$ cat src/rtl/ascii_cell_renderer_pkg.sv
// Shared VGA ASCII constants: raster geometry, cell/glyph widths, pipeline latency
// and the multiplier-free row-major cell index helper.
package ascii_cell_renderer_pkg;

  localparam int unsigned H_ACTIVE_DEF     = 640;
  localparam int unsigned V_ACTIVE_DEF     = 480;
  localparam int unsigned COLS_DEF         = 80;
  localparam int unsigned BLINK_FRAMES_DEF = 30;
  localparam int unsigned CELL_SIZE        = 8;
  localparam int unsigned CELL_SHIFT       = 3;
  localparam int unsigned COORD_W          = 12;
  localparam int unsigned CELL_AW          = 13;
  localparam int unsigned CODE_W           = 4;
  localparam int unsigned GLYPH_AW         = 10;
  localparam int unsigned PIPE_LATENCY     = 4;

  typedef logic [CELL_AW-1:0] cell_addr_t;
  typedef logic [CODE_W-1:0]  code_t;
  typedef logic [COORD_W-CELL_SHIFT-1:0] cell_coord_t;

  // row*cols + col built from one shifted copy of row per set bit of cols
  // (80 -> row<<6 + row<<4); cols is a constant so this folds to adders only.
  function automatic cell_addr_t cell_index(input cell_coord_t row_cell,
                                            input cell_coord_t col_cell,
                                            input int unsigned cols);
    cell_addr_t acc;
    acc = cell_addr_t'(col_cell);
    for (int unsigned b = 0; b < CELL_AW; b++) begin
      if (cols[b]) acc = acc + (cell_addr_t'(row_cell) << b);
    end
    return acc;
  endfunction

endpackage

$ cat src/rtl/ascii_cell_renderer_if.sv
// Cell buffer and glyph ROM read ports; both memories return data one cycle
// after the address is presented.
interface ascii_cell_renderer_if;
  import ascii_cell_renderer_pkg::*;

  logic [CELL_AW-1:0]  cell_addr;
  logic                cell_rd_en;
  logic [CODE_W-1:0]   cell_data;
  logic [GLYPH_AW-1:0] glyph_addr;
  logic                glyph_data;

  modport master (output cell_addr, cell_rd_en, glyph_addr,
                  input  cell_data, glyph_data);
  modport slave  (input  cell_addr, cell_rd_en, glyph_addr,
                  output cell_data, glyph_data);
endinterface

$ cat src/rtl/ascii_blink_timer.sv
// Cursor blink timer: counts frame-start ticks and toggles the phase every
// BLINK_FRAMES ticks.
module ascii_blink_timer #(
  parameter int unsigned BLINK_FRAMES = 30
) (
  input  logic clk_i,
  input  logic rst_i,
  input  logic tick_i,
  output logic blink_o
);
  localparam int unsigned CNT_W = (BLINK_FRAMES > 1) ? $clog2(BLINK_FRAMES) : 1;

  logic [CNT_W-1:0] cnt_q, cnt_d;
  logic             phase_q, phase_d;

  always_comb begin
    cnt_d   = cnt_q;
    phase_d = phase_q;
    if (tick_i) begin
      if (cnt_q == CNT_W'(BLINK_FRAMES - 1)) begin
        cnt_d   = '0;
        phase_d = ~phase_q;
      end else begin
        cnt_d = cnt_q + 1'b1;
      end
    end
  end

  always_ff @(posedge clk_i) begin
    if (rst_i) begin
      cnt_q   <= '0;
      phase_q <= 1'b0;
    end else begin
      cnt_q   <= cnt_d;
      phase_q <= phase_d;
    end
  end

  assign blink_o = phase_q;
endmodule

$ cat src/rtl/ascii_cell_renderer.sv
// Character-cell renderer: coordinates -> cell fetch -> glyph lookup -> pixel,
// fixed 4-cycle latency from the sampled coordinates to ascii_pix/pix_valid.
module ascii_cell_renderer
  import ascii_cell_renderer_pkg::*;
#(
  parameter int unsigned H_ACTIVE     = H_ACTIVE_DEF,
  parameter int unsigned V_ACTIVE     = V_ACTIVE_DEF,
  parameter int unsigned COLS         = COLS_DEF,
  parameter int unsigned BLINK_FRAMES = BLINK_FRAMES_DEF
) (
  input  logic                     vga_clk,
  input  logic                     reset,
  input  logic                     video_on,
  input  logic [COORD_W-1:0]       pixel_row,
  input  logic [COORD_W-1:0]       pixel_column,
  input  logic                     cursor_en,
  input  logic [CELL_AW-1:0]       cursor_addr,
  ascii_cell_renderer_if.master    mem,
  output logic                     ascii_pix,
  output logic                     pix_valid
);

  logic       in_range, valid_d, fetch_d, hit_d, frame_tick, blink_phase;
  cell_addr_t cell_addr_d;

  logic       valid1_q, fetch1_q, hit1_q;
  cell_addr_t cell_addr_q;
  logic [2:0] sub_row1_q, sub_col1_q;
  logic       valid2_q, fetch2_q, hit2_q;
  logic [2:0] sub_row2_q, sub_col2_q;
  logic       valid3_q, hit3_q, valid4_q, hit4_q;
  code_t      code_q, code_d;
  logic [GLYPH_AW-1:0] glyph_addr_q, glyph_addr_d;
  logic       pix_q, pix_d, pvalid_q;

  always_comb begin
    in_range    = (32'(pixel_column) < H_ACTIVE) && (32'(pixel_row) < V_ACTIVE);
    valid_d     = video_on && in_range;
    fetch_d     = valid_d && (pixel_column[2:0] == 3'd0);
    cell_addr_d = cell_index(pixel_row[COORD_W-1:CELL_SHIFT],
                             pixel_column[COORD_W-1:CELL_SHIFT], COLS);
    hit_d       = cursor_en && (cell_addr_d == cursor_addr) && blink_phase;
    frame_tick  = video_on && (pixel_row == '0) && (pixel_column == '0);
  end

  ascii_blink_timer #(.BLINK_FRAMES(BLINK_FRAMES)) u_blink (
    .clk_i   (vga_clk),
    .rst_i   (reset),
    .tick_i  (frame_tick),
    .blink_o (blink_phase)
  );

  // The fetch pixel's code is still on cell_data; later pixels of the cell
  // use the captured copy.
  always_comb begin
    code_d       = fetch2_q ? mem.cell_data : code_q;
    glyph_addr_d = {code_d, sub_row2_q, sub_col2_q};
    pix_d        = valid4_q && (mem.glyph_data ^ hit4_q);
  end

  always_ff @(posedge vga_clk) begin
    if (reset) begin
      cell_addr_q  <= '0;
      sub_row1_q   <= '0;
      sub_col1_q   <= '0;
      valid1_q     <= 1'b0;
      fetch1_q     <= 1'b0;
      hit1_q       <= 1'b0;
      sub_row2_q   <= '0;
      sub_col2_q   <= '0;
      valid2_q     <= 1'b0;
      fetch2_q     <= 1'b0;
      hit2_q       <= 1'b0;
      code_q       <= '0;
      glyph_addr_q <= '0;
      valid3_q     <= 1'b0;
      hit3_q       <= 1'b0;
      valid4_q     <= 1'b0;
      hit4_q       <= 1'b0;
      pix_q        <= 1'b0;
      pvalid_q     <= 1'b0;
    end else begin
      cell_addr_q  <= cell_addr_d;
      sub_row1_q   <= pixel_row[2:0];
      sub_col1_q   <= pixel_column[2:0];
      valid1_q     <= valid_d;
      fetch1_q     <= fetch_d;
      hit1_q       <= hit_d;
      sub_row2_q   <= sub_row1_q;
      sub_col2_q   <= sub_col1_q;
      valid2_q     <= valid1_q;
      fetch2_q     <= fetch1_q;
      hit2_q       <= hit1_q;
      code_q       <= code_d;
      glyph_addr_q <= glyph_addr_d;
      valid3_q     <= valid2_q;
      hit3_q       <= hit2_q;
      valid4_q     <= valid3_q;
      hit4_q       <= hit3_q;
      pix_q        <= pix_d;
      pvalid_q     <= valid4_q;
    end
  end

  assign mem.cell_addr  = cell_addr_q;
  assign mem.cell_rd_en = fetch1_q;
  assign mem.glyph_addr = glyph_addr_q;
  assign ascii_pix      = pix_q;
  assign pix_valid      = pvalid_q;

endmodule

$ cat src/flat_wrapper.sv
// flat-port wrapper written by rule: the top's interface ports become plain ports
module ascii_cell_renderer_flat import ascii_cell_renderer_pkg::*;
#(
  parameter int unsigned H_ACTIVE     = H_ACTIVE_DEF,
  parameter int unsigned V_ACTIVE     = V_ACTIVE_DEF,
  parameter int unsigned COLS         = COLS_DEF,
  parameter int unsigned BLINK_FRAMES = BLINK_FRAMES_DEF
)
  (vga_clk, reset, video_on, pixel_row, pixel_column, cursor_en, cursor_addr, ascii_pix, pix_valid, mem_cell_addr, mem_cell_rd_en, mem_glyph_addr, mem_cell_data, mem_glyph_data);
  ascii_cell_renderer_if mem_i ();
  input  logic vga_clk;
  input  logic reset;
  input  logic video_on;
  input  logic [COORD_W-1:0] pixel_row;
  input  logic [COORD_W-1:0] pixel_column;
  input  logic cursor_en;
  input  logic [CELL_AW-1:0] cursor_addr;
  output logic ascii_pix;
  output logic pix_valid;
  output wire logic [$bits(mem_i.cell_addr)-1:0] mem_cell_addr;
  output wire logic [$bits(mem_i.cell_rd_en)-1:0] mem_cell_rd_en;
  output wire logic [$bits(mem_i.glyph_addr)-1:0] mem_glyph_addr;
  input wire logic [$bits(mem_i.cell_data)-1:0] mem_cell_data;
  input wire logic [$bits(mem_i.glyph_data)-1:0] mem_glyph_data;
  assign mem_cell_addr = mem_i.cell_addr;
  assign mem_cell_rd_en = mem_i.cell_rd_en;
  assign mem_glyph_addr = mem_i.glyph_addr;
  assign mem_i.cell_data = mem_cell_data;
  assign mem_i.glyph_data = mem_glyph_data;
  ascii_cell_renderer #(.H_ACTIVE(H_ACTIVE), .V_ACTIVE(V_ACTIVE), .COLS(COLS), .BLINK_FRAMES(BLINK_FRAMES)) u_core (.vga_clk(vga_clk), .reset(reset), .video_on(video_on), .pixel_row(pixel_row), .pixel_column(pixel_column), .cursor_en(cursor_en), .cursor_addr(cursor_addr), .mem(mem_i), .ascii_pix(ascii_pix), .pix_valid(pix_valid));
endmodule
$ cat config.mk
export PLATFORM = sky130hd
export DESIGN_NAME = ascii_cell_renderer_flat
export DESIGN_NICKNAME = d
export VERILOG_FILES = /design/src/rtl/ascii_cell_renderer_pkg.sv /design/src/rtl/ascii_cell_renderer_if.sv /design/src/rtl/ascii_blink_timer.sv /design/src/rtl/ascii_cell_renderer.sv /design/src/flat_wrapper.sv
export SDC_FILE = /design/constraint.sdc
export NUM_CORES = 1
export LEC_CHECK = 0
export CAP_MARGIN = 20
export CORE_AREA = 5 5 78 80
export CTS_CLUSTER_DIAMETER = 120
export DETAILED_ROUTE_END_ITERATION = 6
export DIE_AREA = 0 0 83 85
export PLACE_DENSITY = 0.76
export SYNTH_ARGS = -nofsm -noshare
export SYNTH_HDL_FRONTEND = slang
export SYNTH_SLANG_ARGS = --single-unit
$ cat constraint.sdc
create_clock -name vga_clk -period 3.1 [get_ports vga_clk]
set_input_delay 0.465 -clock vga_clk [delete_from_list [all_inputs] [get_ports vga_clk]]
set_output_delay 0.465 -clock vga_clk [all_outputs]
set_load 0.01 [all_outputs]
==> flow_metrics.env <==
export IMPL_status="completed"
export IMPL_clkLatencyLatePin_ns=0.30
export IMPL_maxSlewViolCount=0
export IMPL_dr_pass1_iters=4
export IMPL_synthTopCellsByArea="dfxtp_1 46%, nor2b_1 8.6%, ha_1 7.6%, xor2_1 6.4%, nor2_1 4.2%"
export IMPL_slew_limit_headroom=0.696
export IMPL_io_buffers=71
export IMPL_multi_input_area_mm2=0.00121
export IMPL_synth_compound_area_frac=0.0739
export IMPL_criticalPathCategory="in2reg"
export IMPL_path_cells="clkdlybuf4s50_1 -> fa_1 -> inv_1 -> fa_1 -> nand2b_1 -> a21oi_2 -> xnor2_2 -> xor2_1 -> o2111ai_1 -> a2111oi_2"
export IMPL_p_leak_nw=1.35
export IMPL_cp_required_ns=3.31
export IMPL_cts_root_buf="clkbuf_8"
export IMPL_crit_path_start_kind="input port"
export IMPL_clock_path_buffers=2
export IMPL_cp_common_cell="fa_1"
export IMPL_synth_mux_area_frac=0.0216
export IMPL_clkTransAtPathRegs_ns=0.09
export IMPL_timing_final_hold_violations=0
export IMPL_antenna_found_initial=0
export IMPL_syn_area_mm2=0.00232
export IMPL_reg2regPathDepth=6
export IMPL_dr_total_vias=1845
export IMPL_cts_num_sinks=53
export IMPL_period_share=0.935
export IMPL_htreeDepth=2
export IMPL_drt_iter0_markers=44
export IMPL_timing_setup_tns_ns=0
export IMPL_cp_slowest_cell="fa_1"
export IMPL_timing_fmax_mhz=345
export IMPL_synthFlopType="dfxtp_1"
export IMPL_powerDensity_mw_per_mm2=487
export IMPL_hold_depth=1
export IMPL_tightest_slew_ns=0.456
export IMPL_core_area_mm2=0.00534
export IMPL_numCtsBuffers=5
export IMPL_grt_pass1_wl_um=8690
export IMPL_synth_fa_ha_area_frac=0.110
export IMPL_gp_congestion=0.808
export IMPL_fillers=476
export IMPL_ys_ff_latch=53
export IMPL_drive_gt1_frac=0.125
export IMPL_drv_cap=0
export IMPL_synth_top_family_by_area="simple AND/OR/NAND/NOR gates"
export IMPL_critPathBufInv=2
export IMPL_drt_total_wl_um=5330
export IMPL_endpoint_kind="register"
export IMPL_synth_edf_count=0
export IMPL_die_area_mm2=0.00706
export IMPL_yosysMostFrequentCell="dfxtp_1"
export IMPL_diodes=0
export IMPL_fp_row_count=27
export IMPL_seq_area_mm2=0.00106
export IMPL_finalCriticalPeriod_ns=2.90
export IMPL_holdCritPathClass="reg2reg"
export IMPL_die_y_um=85
export IMPL_io_pins=72
export IMPL_yosysSeqAreaShare=0.457
export IMPL_track_usage=0.152
export IMPL_critical_path_max_fanout=2
export IMPL_grt_overflow_total=0
export IMPL_cp_slowest_stage_delay_ns=0.58
export IMPL_cts_tree="done"
export IMPL_grt_max_degree=47
export IMPL_die_w_um=83
export IMPL_synth_xor_area_frac=0.105
export IMPL_finalSetupViolCount=0
export IMPL_async_reset_ff_frac=0
export IMPL_avgSynthCellArea_um2=10.2
export IMPL_synth_top_area_cell="dfxtp_1"
export IMPL_synth_top_cell_area_share=0.457
export IMPL_routed_via_density=4.72
export IMPL_postCtsSetupBuffers=0
export IMPL_synthSimpleGateAreaFrac=0.206
export IMPL_synth_net_count=291
export IMPL_synth_warnings=0
export IMPL_cp_depth=10
export IMPL_synth_cell_types=34
export IMPL_syn_to_final_growth_pct=45.1
export IMPL_synthCells=227
export IMPL_critPathTopFamily="adder cells"
export IMPL_fin_util=0.631
export IMPL_ant_nets=0
export IMPL_start_util=0.435
export IMPL_nets=382
export IMPL_grt_pass1_vias=1902
export IMPL_drc=0
export IMPL_worstPathArrival_ns=3.11
export IMPL_hold_buffers=0
export IMPL_skew_ns=0.00306
export IMPL_ir_drop_v=0.000246
export IMPL_avgRoutedWirePerCell_um=13.6
export IMPL_synthTopCellsByCount="53 x dfxtp_1, 32 x nor2b_1, 26 x nor2_1"
export IMPL_dpl_hpwl_um=4360
-- flip-flops by register name, indices dropped and copies added (netlist names), 3 cells and up --
register	count
u_core.mem.cell_addr	13
u_core.mem.glyph_addr	10
u_core.sub_col2_q	3
u_core.sub_col1_q	3
u_core.sub_row1_q	3
u_core.sub_row2_q	3
u_core.u_blink.cnt_q	5
-- what timing repair did --
action                                  CTS  global route
hold endpoints to repair                  0             0
resized for setup                         0             3
endpoints found under the setup margin    0             1
-- logic make-up (layout without fill, tap and decap cells) --
group | Yosys count | after routing
AO/OA/AOI/OAI | 22 | 22
XOR/XNOR | 27 | 27
adder cells (fa/ha/maj) | 18 | 18
buffers and inverters | 12 | 104
flip-flops | 53 | 53
multiplexers | 5 | 5
AND/OR/NAND/NOR | 90 | 90
-- routing by layer --
layer | track usage | routed length, um | vias up
li1 | - | - | 935
met1 | 0.180 | 2380 | 845
met2 | 0.274 | 2570 | 55
met3 | 0.0359 | 274 | 10
met4 | 0.0475 | 97 | 0
met5 | 0 | 0 | -
-- placed cells by master (no fill, tap or decap), types with 2 or more instances in the layout --
master	n
xnor2_2	2
dfxtp_1	53
clkdlybuf4s50_1	70
nor2b_1	32
nand3_1	2
a211oi_1	2
a21o_2	4
a21oi_2	2
nand2b_1	2
nor4_1	5
and2_1	3
xor2_1	17
nor2_1	26
xnor2_1	8
clkbuf_8	6
a21oi_1	2
o21ai_0	4
inv_1	4
nand4_1	4
fa_1	4
nand2_1	8
a22oi_1	2
mux2i_1	5
buf_4	21
ha_1	14
nor3_1	5
-- power breakdown --
part	internal (mW)	switching, mW
logic	0.242	0.195
registers	0.714	0.00957
clock network	0.262	0.215
-- final timing paths --
kind / start / end / slack (ns)
max: pixel_row[3] / u_core.hit1_q / 0.20
min: u_core.sub_col2_q[2] / u_core.mem.glyph_addr[2] / 0.44
max reg2reg: u_core.u_blink.blink_o / u_core.hit1_q / 1.60
min reg2reg: u_core.sub_col2_q[2] / u_core.mem.glyph_addr[2] / 0.44
-- metrics by stage --
step | hold WS [ns] | setup WS [ns] | power, mW | area [um2] | std cells
2_1_floorplan | 0.414 | 0.410 | 0.964 | 2320 | 227
3_3_place_gp | 0.416 | -0.133 | 1.16 | 3230 | 383
3_5_place_dp | 0.425 | -0.195 | 1.17 | 3230 | 383
4_1_cts | 0.446 | 0.115 | 1.64 | 3350 | 391
5_1_grt | 0.457 | -0.0164 | 1.71 | 3370 | 391
6_report | 0.441 | 0.201 | 1.64 | 3370 | 391
-- cell type report --
class                           count  share of cell area
Multi-Input combinational cell    162               0.359
Sequential cell                    53               0.315
Inverter                            4             0.00446
Clock inverter                      2              0.0111
Clock buffer                        6              0.0245
Timing Repair Buffer               92               0.259
Tap cell                           72              0.0268
Note: power is estimated with default switching activity, not from simulation.
